`config.mk`:
```
export PLATFORM = sky130hd
export DESIGN_NAME = nonrestoring_div
export DESIGN_NICKNAME = d
export VERILOG_FILES = /design/src/rtl/nonrestoring_div.sv
export SDC_FILE = /design/constraint.sdc
export NUM_CORES = 1
export LEC_CHECK = 0
export CAP_MARGIN = 20
export CELL_PAD_IN_SITES_DETAIL_PLACEMENT = 0
export CELL_PAD_IN_SITES_GLOBAL_PLACEMENT = 1
export CORE_MARGIN = 4
export CORE_UTILIZATION = 43
export CTS_CLUSTER_DIAMETER = 80
export DETAILED_ROUTE_END_ITERATION = 10
export GPL_TIMING_DRIVEN = 0
export PLACE_DENSITY_LB_ADDON = 0.1
export SYNTH_ARGS = -nofsm -noshare
export SYNTH_HDL_FRONTEND = slang
export SYNTH_SLANG_ARGS = --single-unit
```
`constraint.sdc`:
```
create_clock -name clk -period 4.8 [get_ports clk]
set_clock_uncertainty 0.1 [all_clocks]
set_input_delay 0.96 -clock clk [delete_from_list [all_inputs] [get_ports clk]]
set_output_delay 0.96 -clock clk [all_outputs]
set_load 0.005 [all_outputs]
```
`src/rtl/nonrestoring_div.sv`:
```
// Sequential unsigned radix-2 non-restoring divider, one quotient bit per clock.
// Ports: clk, rst_n, start/dividend/divisor in; busy, done, quotient, remainder, div_by_zero out.
module nonrestoring_div #(
  parameter int N  = 32,
  parameter int CW = 6
) (
  input  logic         clk,
  input  logic         rst_n,
  input  logic         start,
  input  logic [N-1:0] dividend,
  input  logic [N-1:0] divisor,
  output logic         busy,
  output logic         done,
  output logic [N-1:0] quotient,
  output logic [N-1:0] remainder,
  output logic         div_by_zero
);

  localparam logic [1:0] S_IDLE = 2'd0;
  localparam logic [1:0] S_RUN  = 2'd1;
  localparam logic [1:0] S_FIX  = 2'd2;

  logic [1:0]    state;
  logic [N:0]    p;
  logic [N:0]    d;
  logic [N-1:0]  q;
  logic [CW-1:0] count;

  logic [N:0]    p_sh;
  logic [N:0]    p_nx;
  logic [N-1:0]  rem_fix;
  logic          last;

  // Shift {P,Q} left, then add or subtract D
  // depending on the sign of the old P.
  always_comb begin
    p_sh    = {p[N-1:0], q[N-1]};
    p_nx    = p[N] ? (p_sh + d) : (p_sh - d);
    rem_fix = p[N] ? (p[N-1:0] + d[N-1:0])
                   : p[N-1:0];
    last    = (count == CW'(N - 1));
  end

  always_ff @(posedge clk or negedge rst_n) begin
    if (!rst_n) begin
      state       <= S_IDLE;
      p           <= '0;
      d           <= '0;
      q           <= '0;
      count       <= '0;
      busy        <= 1'b0;
      done        <= 1'b0;
      quotient    <= '0;
      remainder   <= '0;
      div_by_zero <= 1'b0;
    end else begin
      done <= 1'b0;
      case (state)
        S_IDLE: begin
          if (start) begin
            d <= {1'b0, divisor};
            q <= dividend;
            if (divisor == '0) begin
              quotient    <= '1;
              remainder   <= dividend;
              div_by_zero <= 1'b1;
              done        <= 1'b1;
            end else begin
              p     <= '0;
              count <= '0;
              busy  <= 1'b1;
              state <= S_RUN;
            end
          end
        end
        S_RUN: begin
          p     <= p_nx;
          q     <= {q[N-2:0], ~p_nx[N]};
          count <= count + CW'(1);
          // busy drops once the last quotient
          // bit is formed; FIX only registers.
          if (last) begin
            busy  <= 1'b0;
            state <= S_FIX;
          end
        end
        S_FIX: begin
          remainder   <= rem_fix;
          quotient    <= q;
          div_by_zero <= 1'b0;
          done        <= 1'b1;
          state       <= S_IDLE;
        end
        default: state <= S_IDLE;
      endcase
    end
  end

endmodule

```
After elaboration in Yosys (flattened, before gate mapping)

Index checks and enable logic that the tools add are counted.

Memories kept: 0
Bits in latches: 0
Logic and storage cells: 62
ROM bits: 0
Memory bits (writable): 0
Input port bits: 67
Output and inout bits: 67
Bits in registers: 172

Div/mod/pow operators: 0
Bitwise logic cells: 1
Multiplexer cells: 30
Equal/unequal tests: 7
Reductions and logical operators: 10
Magnitude comparators: 0
Multipliers: 0
Shifts and indexed selects: 0
$add $sub $neg: 4

Operators with widths:

| cell                | number |
|---|---|
| $mux 32             | 6 |
| $pmux 32 s2         | 3 |
| $mux 33             | 3 |
| $pmux 33 s2         | 1 |
| $add 33x32->33      | 1 |
| $sub 33x32->33      | 1 |
| $add 32x32->32      | 1 |
| $logic_not 32->1    | 1 |
| $mux 6              | 2 |
| $pmux 6 s2          | 1 |
| $reduce_and 3->1    | 3 |
| $ne 2x2->1 const B  | 4 |
| $mux 1              | 7 |
| $add 6x1->6 const B | 1 |
| $eq 6x5->1 const B  | 1 |
| $mux 2              | 3 |
| $pmux 1 s2          | 3 |
| $pmux 2 s2          | 1 |
| $reduce_and 2->1    | 2 |
| $reduce_and 4->1    | 1 |
| $reduce_bool 2->1   | 2 |
| $eq 2x1->1 const B  | 1 |
| $eq 2x2->1 const B  | 1 |
| $logic_not 2->1     | 1 |
| $not 1->1           | 1 |

Depth between registers and ports, before layout

Gate-level depths: netlist of the first run.

Depth after elaboration: 4
Depth in mapped cells: 20
Depth with buffers taken out: 19

Worst setup path before layout of the first run

Ideal clock, no wire load.

Path type: flip-flop to flip-flop
Start: register d[7]
End: register p[25]
Data required time: 4567 ps
Period minus slack after synthesis: 3984 ps
Buffers on the path: 0
Library setup time: 133 ps
Stages on the path, launching flop included: 17
Arrival: 3751 ps
Slack: 816 ps
Cell sequence: dfrtp_1 -> or4_1 -> nor3_2 -> nand2_1 -> nor2_1 -> a21oi_1 -> xor2_1 -> ha_1 -> a21o_1 -> a21o_1 -> a21oi_1 -> o21ai_0 -> a221o_1 -> a221o_1 -> a21oi_1 -> xor2_1 -> o21ai_0

Word-level cells in the longest chain between the ends: 3
Elaborated cells between the ends (all ways): 4
Classes of those cells: add/sub (2); mux (2)

RTL lines:

| element                                                 | RTL line | RTL |
|---|---|---|
| start: declaration                                      | 25       | `logic [N:0] d;` |
| start signal: assignment                                | 61       | `d <= {1'b0, divisor};` |
| $sub 33x32->33 / $add 33x32->33 (equally long branches) | 38       | `p_nx = p[N] ? (p_sh + d) : (p_sh - d);` |
| $mux 33 (*)                                             | 38       |  |
| $pmux 33 s2 (*)                                         | 58       | `case (state)` |
| end signal: assignment                                  | 77       | `p <= p_nx;` |
| end: declaration                                        | 24       | `logic [N:0] p;` |

Mark *: on every way between the ends. The rest lies on a longest branch, timed or not.
A chain may end at the register's enable or synchronous reset.

Worst setup path after layout of the first run

Start: register p[32]
End: register q[0]

Word-level cells in the longest chain between the ends: 3

RTL lines:

| element                | RTL line | RTL |
|---|---|---|
| $mux 33                | 38       |  |
| $not 1->1              | 78       | `q <= {q[N-2:0], ~p_nx[N]};` |
| $pmux 32 s2            | 58       |  |
| end signal: assignment | 62       | `q <= dividend;` |
| end signal: assignment | 78       |  |
| end: declaration       | 26       | `logic [N-1:0] q;` |

Every way passes these cells.

==> results of run 1 <==
==> registers in the layout, indices dropped and copies added, names as in the netlist <==
| name | cells |
|---|---|
| quotient | 32 |
| count | 6 |
| q | 32 |
| state | 2 |
| busy | 1 |
| remainder | 32 |
| done | 1 |
| p | 33 |
| div_by_zero | 1 |
| d | 32 |
==> cells in the final DEF (no fill, tap or decap), types with 10 or more instances in the layout <==
cell             synthesis  routed
nand2_1                205     205
dfrtp_1                172     172
clkdlybuf4s50_1          0     131
a21oi_1                108     107
o21ai_0                 96      95
nor2_1                  83      82
ha_1                    65      65
o22ai_1                 62      62
clkbuf_1                64      58
xor2_1                  46      46
xnor2_1                 42      42
a31oi_1                 37      37
a21o_1                  32      32
nor3_1                  25      25
mux2_2                  25      25
inv_1                   23      23
nand3_1                 23      23
a211oi_1                21      21
nor2b_1                 17      17
clkbuf_16                0      17
nor4_1                  10      10
==> cells by family after synthesis <==
group / count (synthesis) / synth area share (%)
AO/OA/AOI/OAI: 422 / 23.6
AND/OR/NAND/NOR: 411 / 16.9
flip-flops: 172 / 38.9
buffers and inverters: 94 / 3.19
XOR/XNOR: 88 / 6.97
adder cells (fa/ha/maj): 67 / 7.72
multiplexers: 27 / 2.73
==> timing repair <==
action | in CTS | in global routing
gates resized for setup | 9 | 5
pin swaps | 0 | 1
buffers inserted | 0 | 1
gates cloned | 0 | 0
endpoints found under the setup margin | 9 | 6
==> report_power, final <==
group	internal, W	switching [W]	leakage, nW	total, W
combinational	0.00363	0.00445	3.38	0.00807
sequential	0.00214	0.000806	1.86	0.00294
clock	0.000695	0.000697	0.280	0.00139
==> layer usage <==
layer	vias to the layer above	global-route usage, %
met5	-	0
met4	0	6.67
met3	33	3.05
met2	298	40.5
met1	4830	37.3
li1	4958	-
==> through the flow <==
step                instance area (sq um)  util [%]  hold WS (ns)  TNS [ns]
finish                              13400      53.2         0.417         0
global route                        13400      53.2         0.452         0
CTS                                 13400      53.1         0.424         0
detailed placement                  12800      50.8         0.404     -2.73
global placement                    12800      50.6         0.402   -838.35
floorplan                           11100         -         0.371         0
==> worst paths after layout <==
check	cells after the start	endpoint	start
min in group asynchronous	1	quotient[3]	rst_n
min reg2reg	2	div_by_zero	div_by_zero
max	14	q[0]	p[32]
max reg2reg	14	q[0]	p[32]
min	2	div_by_zero	div_by_zero
max in group asynchronous	2	p[27]	rst_n
==> critical path, stage by stage, from the launching register on <==
cell	delay (ns)
dfrtp_1	0.59
clkbuf_2	0.45
mux2_2	0.42
fa_1	0.44
a21o_1	0.17
a21oi_1	0.28
o21a_1	0.23
o211ai_1	0.20
a31o_2	0.33
a211oi_2	0.32
o21ai_1	0.19
a21oi_2	0.23
mux2i_2	0.23
buf_4	0.18
o221a_2	0.17
==> layout make-up <==
class                           instances  area (sq um)
Sequential cell                       172          4300
Timing Repair Buffer                  134          1360
Multi-Input combinational cell       1015          6420
Fill cell                            2429         11800
Clock inverter                         14           151
Inverter                               25          93.8
Buffer                                 67           259
Clock buffer                           17           425
Tap cell                              330           413
==> summary.txt, run 1 <==
Route
  • Post-Route WL: 36200 microns
  • Vias: 10100
  • DRT met1 WL: 17400 microns
  • Antenna-violating nets left: 0
  • Met3 routed WL: 1710 microns
  • Initial DRC Count: 649
  • WL met2: 16500 microns
  • Vias per cell: 5.70
  • Remaining DRCs: 0
  • Per-cell routed wire length: 20.4 microns
  • DR top layer: met4
  • Router iterations before antenna repair: 6

Place
  • DP Worst Slack: -0.635 ns
  • Final HPWL from detailed placement: 28000 microns
  • Dpl cells: 1744
  • GPL Wtd Cong: 0.913
  • IO Port Bufs: 132

GRT
  • GRT overflow: 0
  • Initial antenna violation count: 0
  • Number of global-route vias before repair: 10000
  • GRT Total Usage: 25.6%
  • First-pass GRT wire length: 57100 microns
  • Largest net degree at the start of global routing: 104

Clock network
  • Clock buffer depth: 2
  • Clock sinks: 172
  • Clk Tree Root Cell: clkbuf_16
  • Cts bufs inserted: 17
  • Worst-Skew Late Latency: 0.43 ns
  • Post-CTS Hold Buffers: 0
  • Clock-pin slew on the worst setup and hold paths: 0.07 ns
  • # H-tree levels: 4
  • CTS tree: yes

Final layout
  • Antenna Cells: 0
  • Final Net Count: 1566
  • Fraction of layout cells with a size suffix above 1: 6.09%
  • Synth-to-Final Area Change: 21.5%
  • Cell Count, Final, Fillers Out: 1774

Yosys
  • Yosys top cell by area: dfrtp_1
  • Syn avg cell area: 8.63 sq um
  • Syn nets: 1415
  • Main synth FF type: dfrtp_1
  • Most common cell in the netlist: nand2_1
  • FFs w/ async S/R, synth: 100%
  • Post-synth top area share: 38.9%
  • Most frequent cells after synthesis: 205 x nand2_1, 172 x dfrtp_1, 108 x a21oi_1
  • Seq cells post-synth: 172
  • Synth unique cells: 66
  • Synth top area cells: dfrtp_1 39%, ha_1 7.4%, nand2_1 7.0%, a21oi_1 4.9%, o21ai_0 4.3%
  • Area of the mapped netlist: 11100 sq um
  • Synthesis Warnings: 0
  • Post-synthesis sequential area ratio: 38.9%
  • Synth Instances: 1281
  • Number of enable flip-flop cells after synthesis: 0

Timing
  • Fin crit period: 4.61 ns
  • Relative slew slack: 23.7%
  • RSZ-0062 raised after global routing: false
  • Final Max Tran Viols: 0
  • Final setup viols: 0
  • Final worst slack: 0.192 ns
  • Final Cycle Share: 96.0%
  • Hold Fails Final Rpt: 0
  • Fmax: 217 MHz
  • Worst-margin pin slew: 1.13 ns

Floorplan
  • Std cell rows: 58
  • Starting Density: 43.8%
  • Core area: 25300 sq um
  • Num ports: 134
  • Die Y: 168 microns
  • DIE AREA: 28300 sq um
  • Die Width: 168 microns

Worst setup path
  • Critical-path maximum fanout: 10
  • Critical path type: reg -> reg
  • Startpoint types: flip-flop
  • Critical Path RT: 5.06 ns
  • R2r setup slk: 0.19 ns
  • Crit path DAT: 4.87 ns
  • Critical path capture point type: flip-flop

Run status
  • Status: completed

Min path
  • Worst min path class: reg -> reg

Power
  • Peak VDD IR: 0.538 mV
  • Total Power: 0.0124 W
  • Pwr dens: 924 nW/um^2
  • Leak pwr: 5.52 nW

Flow run
  • Max-Cap Viols: 0
Note: power is estimated with default switching activity, not from simulation.
==> inputs of run 2 (changes only) <==
Settings changed: CAP_MARGIN 20 to not set.
==> results of run 2 <==
No change in the layout: final DEF, timing and power equal those of run 1.
==> inputs of run 3 (changes only) <==
Settings changed: CTS_CLUSTER_SIZE set to 24.
==> results of run 3 <==
No change in the layout: final DEF, timing and power equal those of run 1.
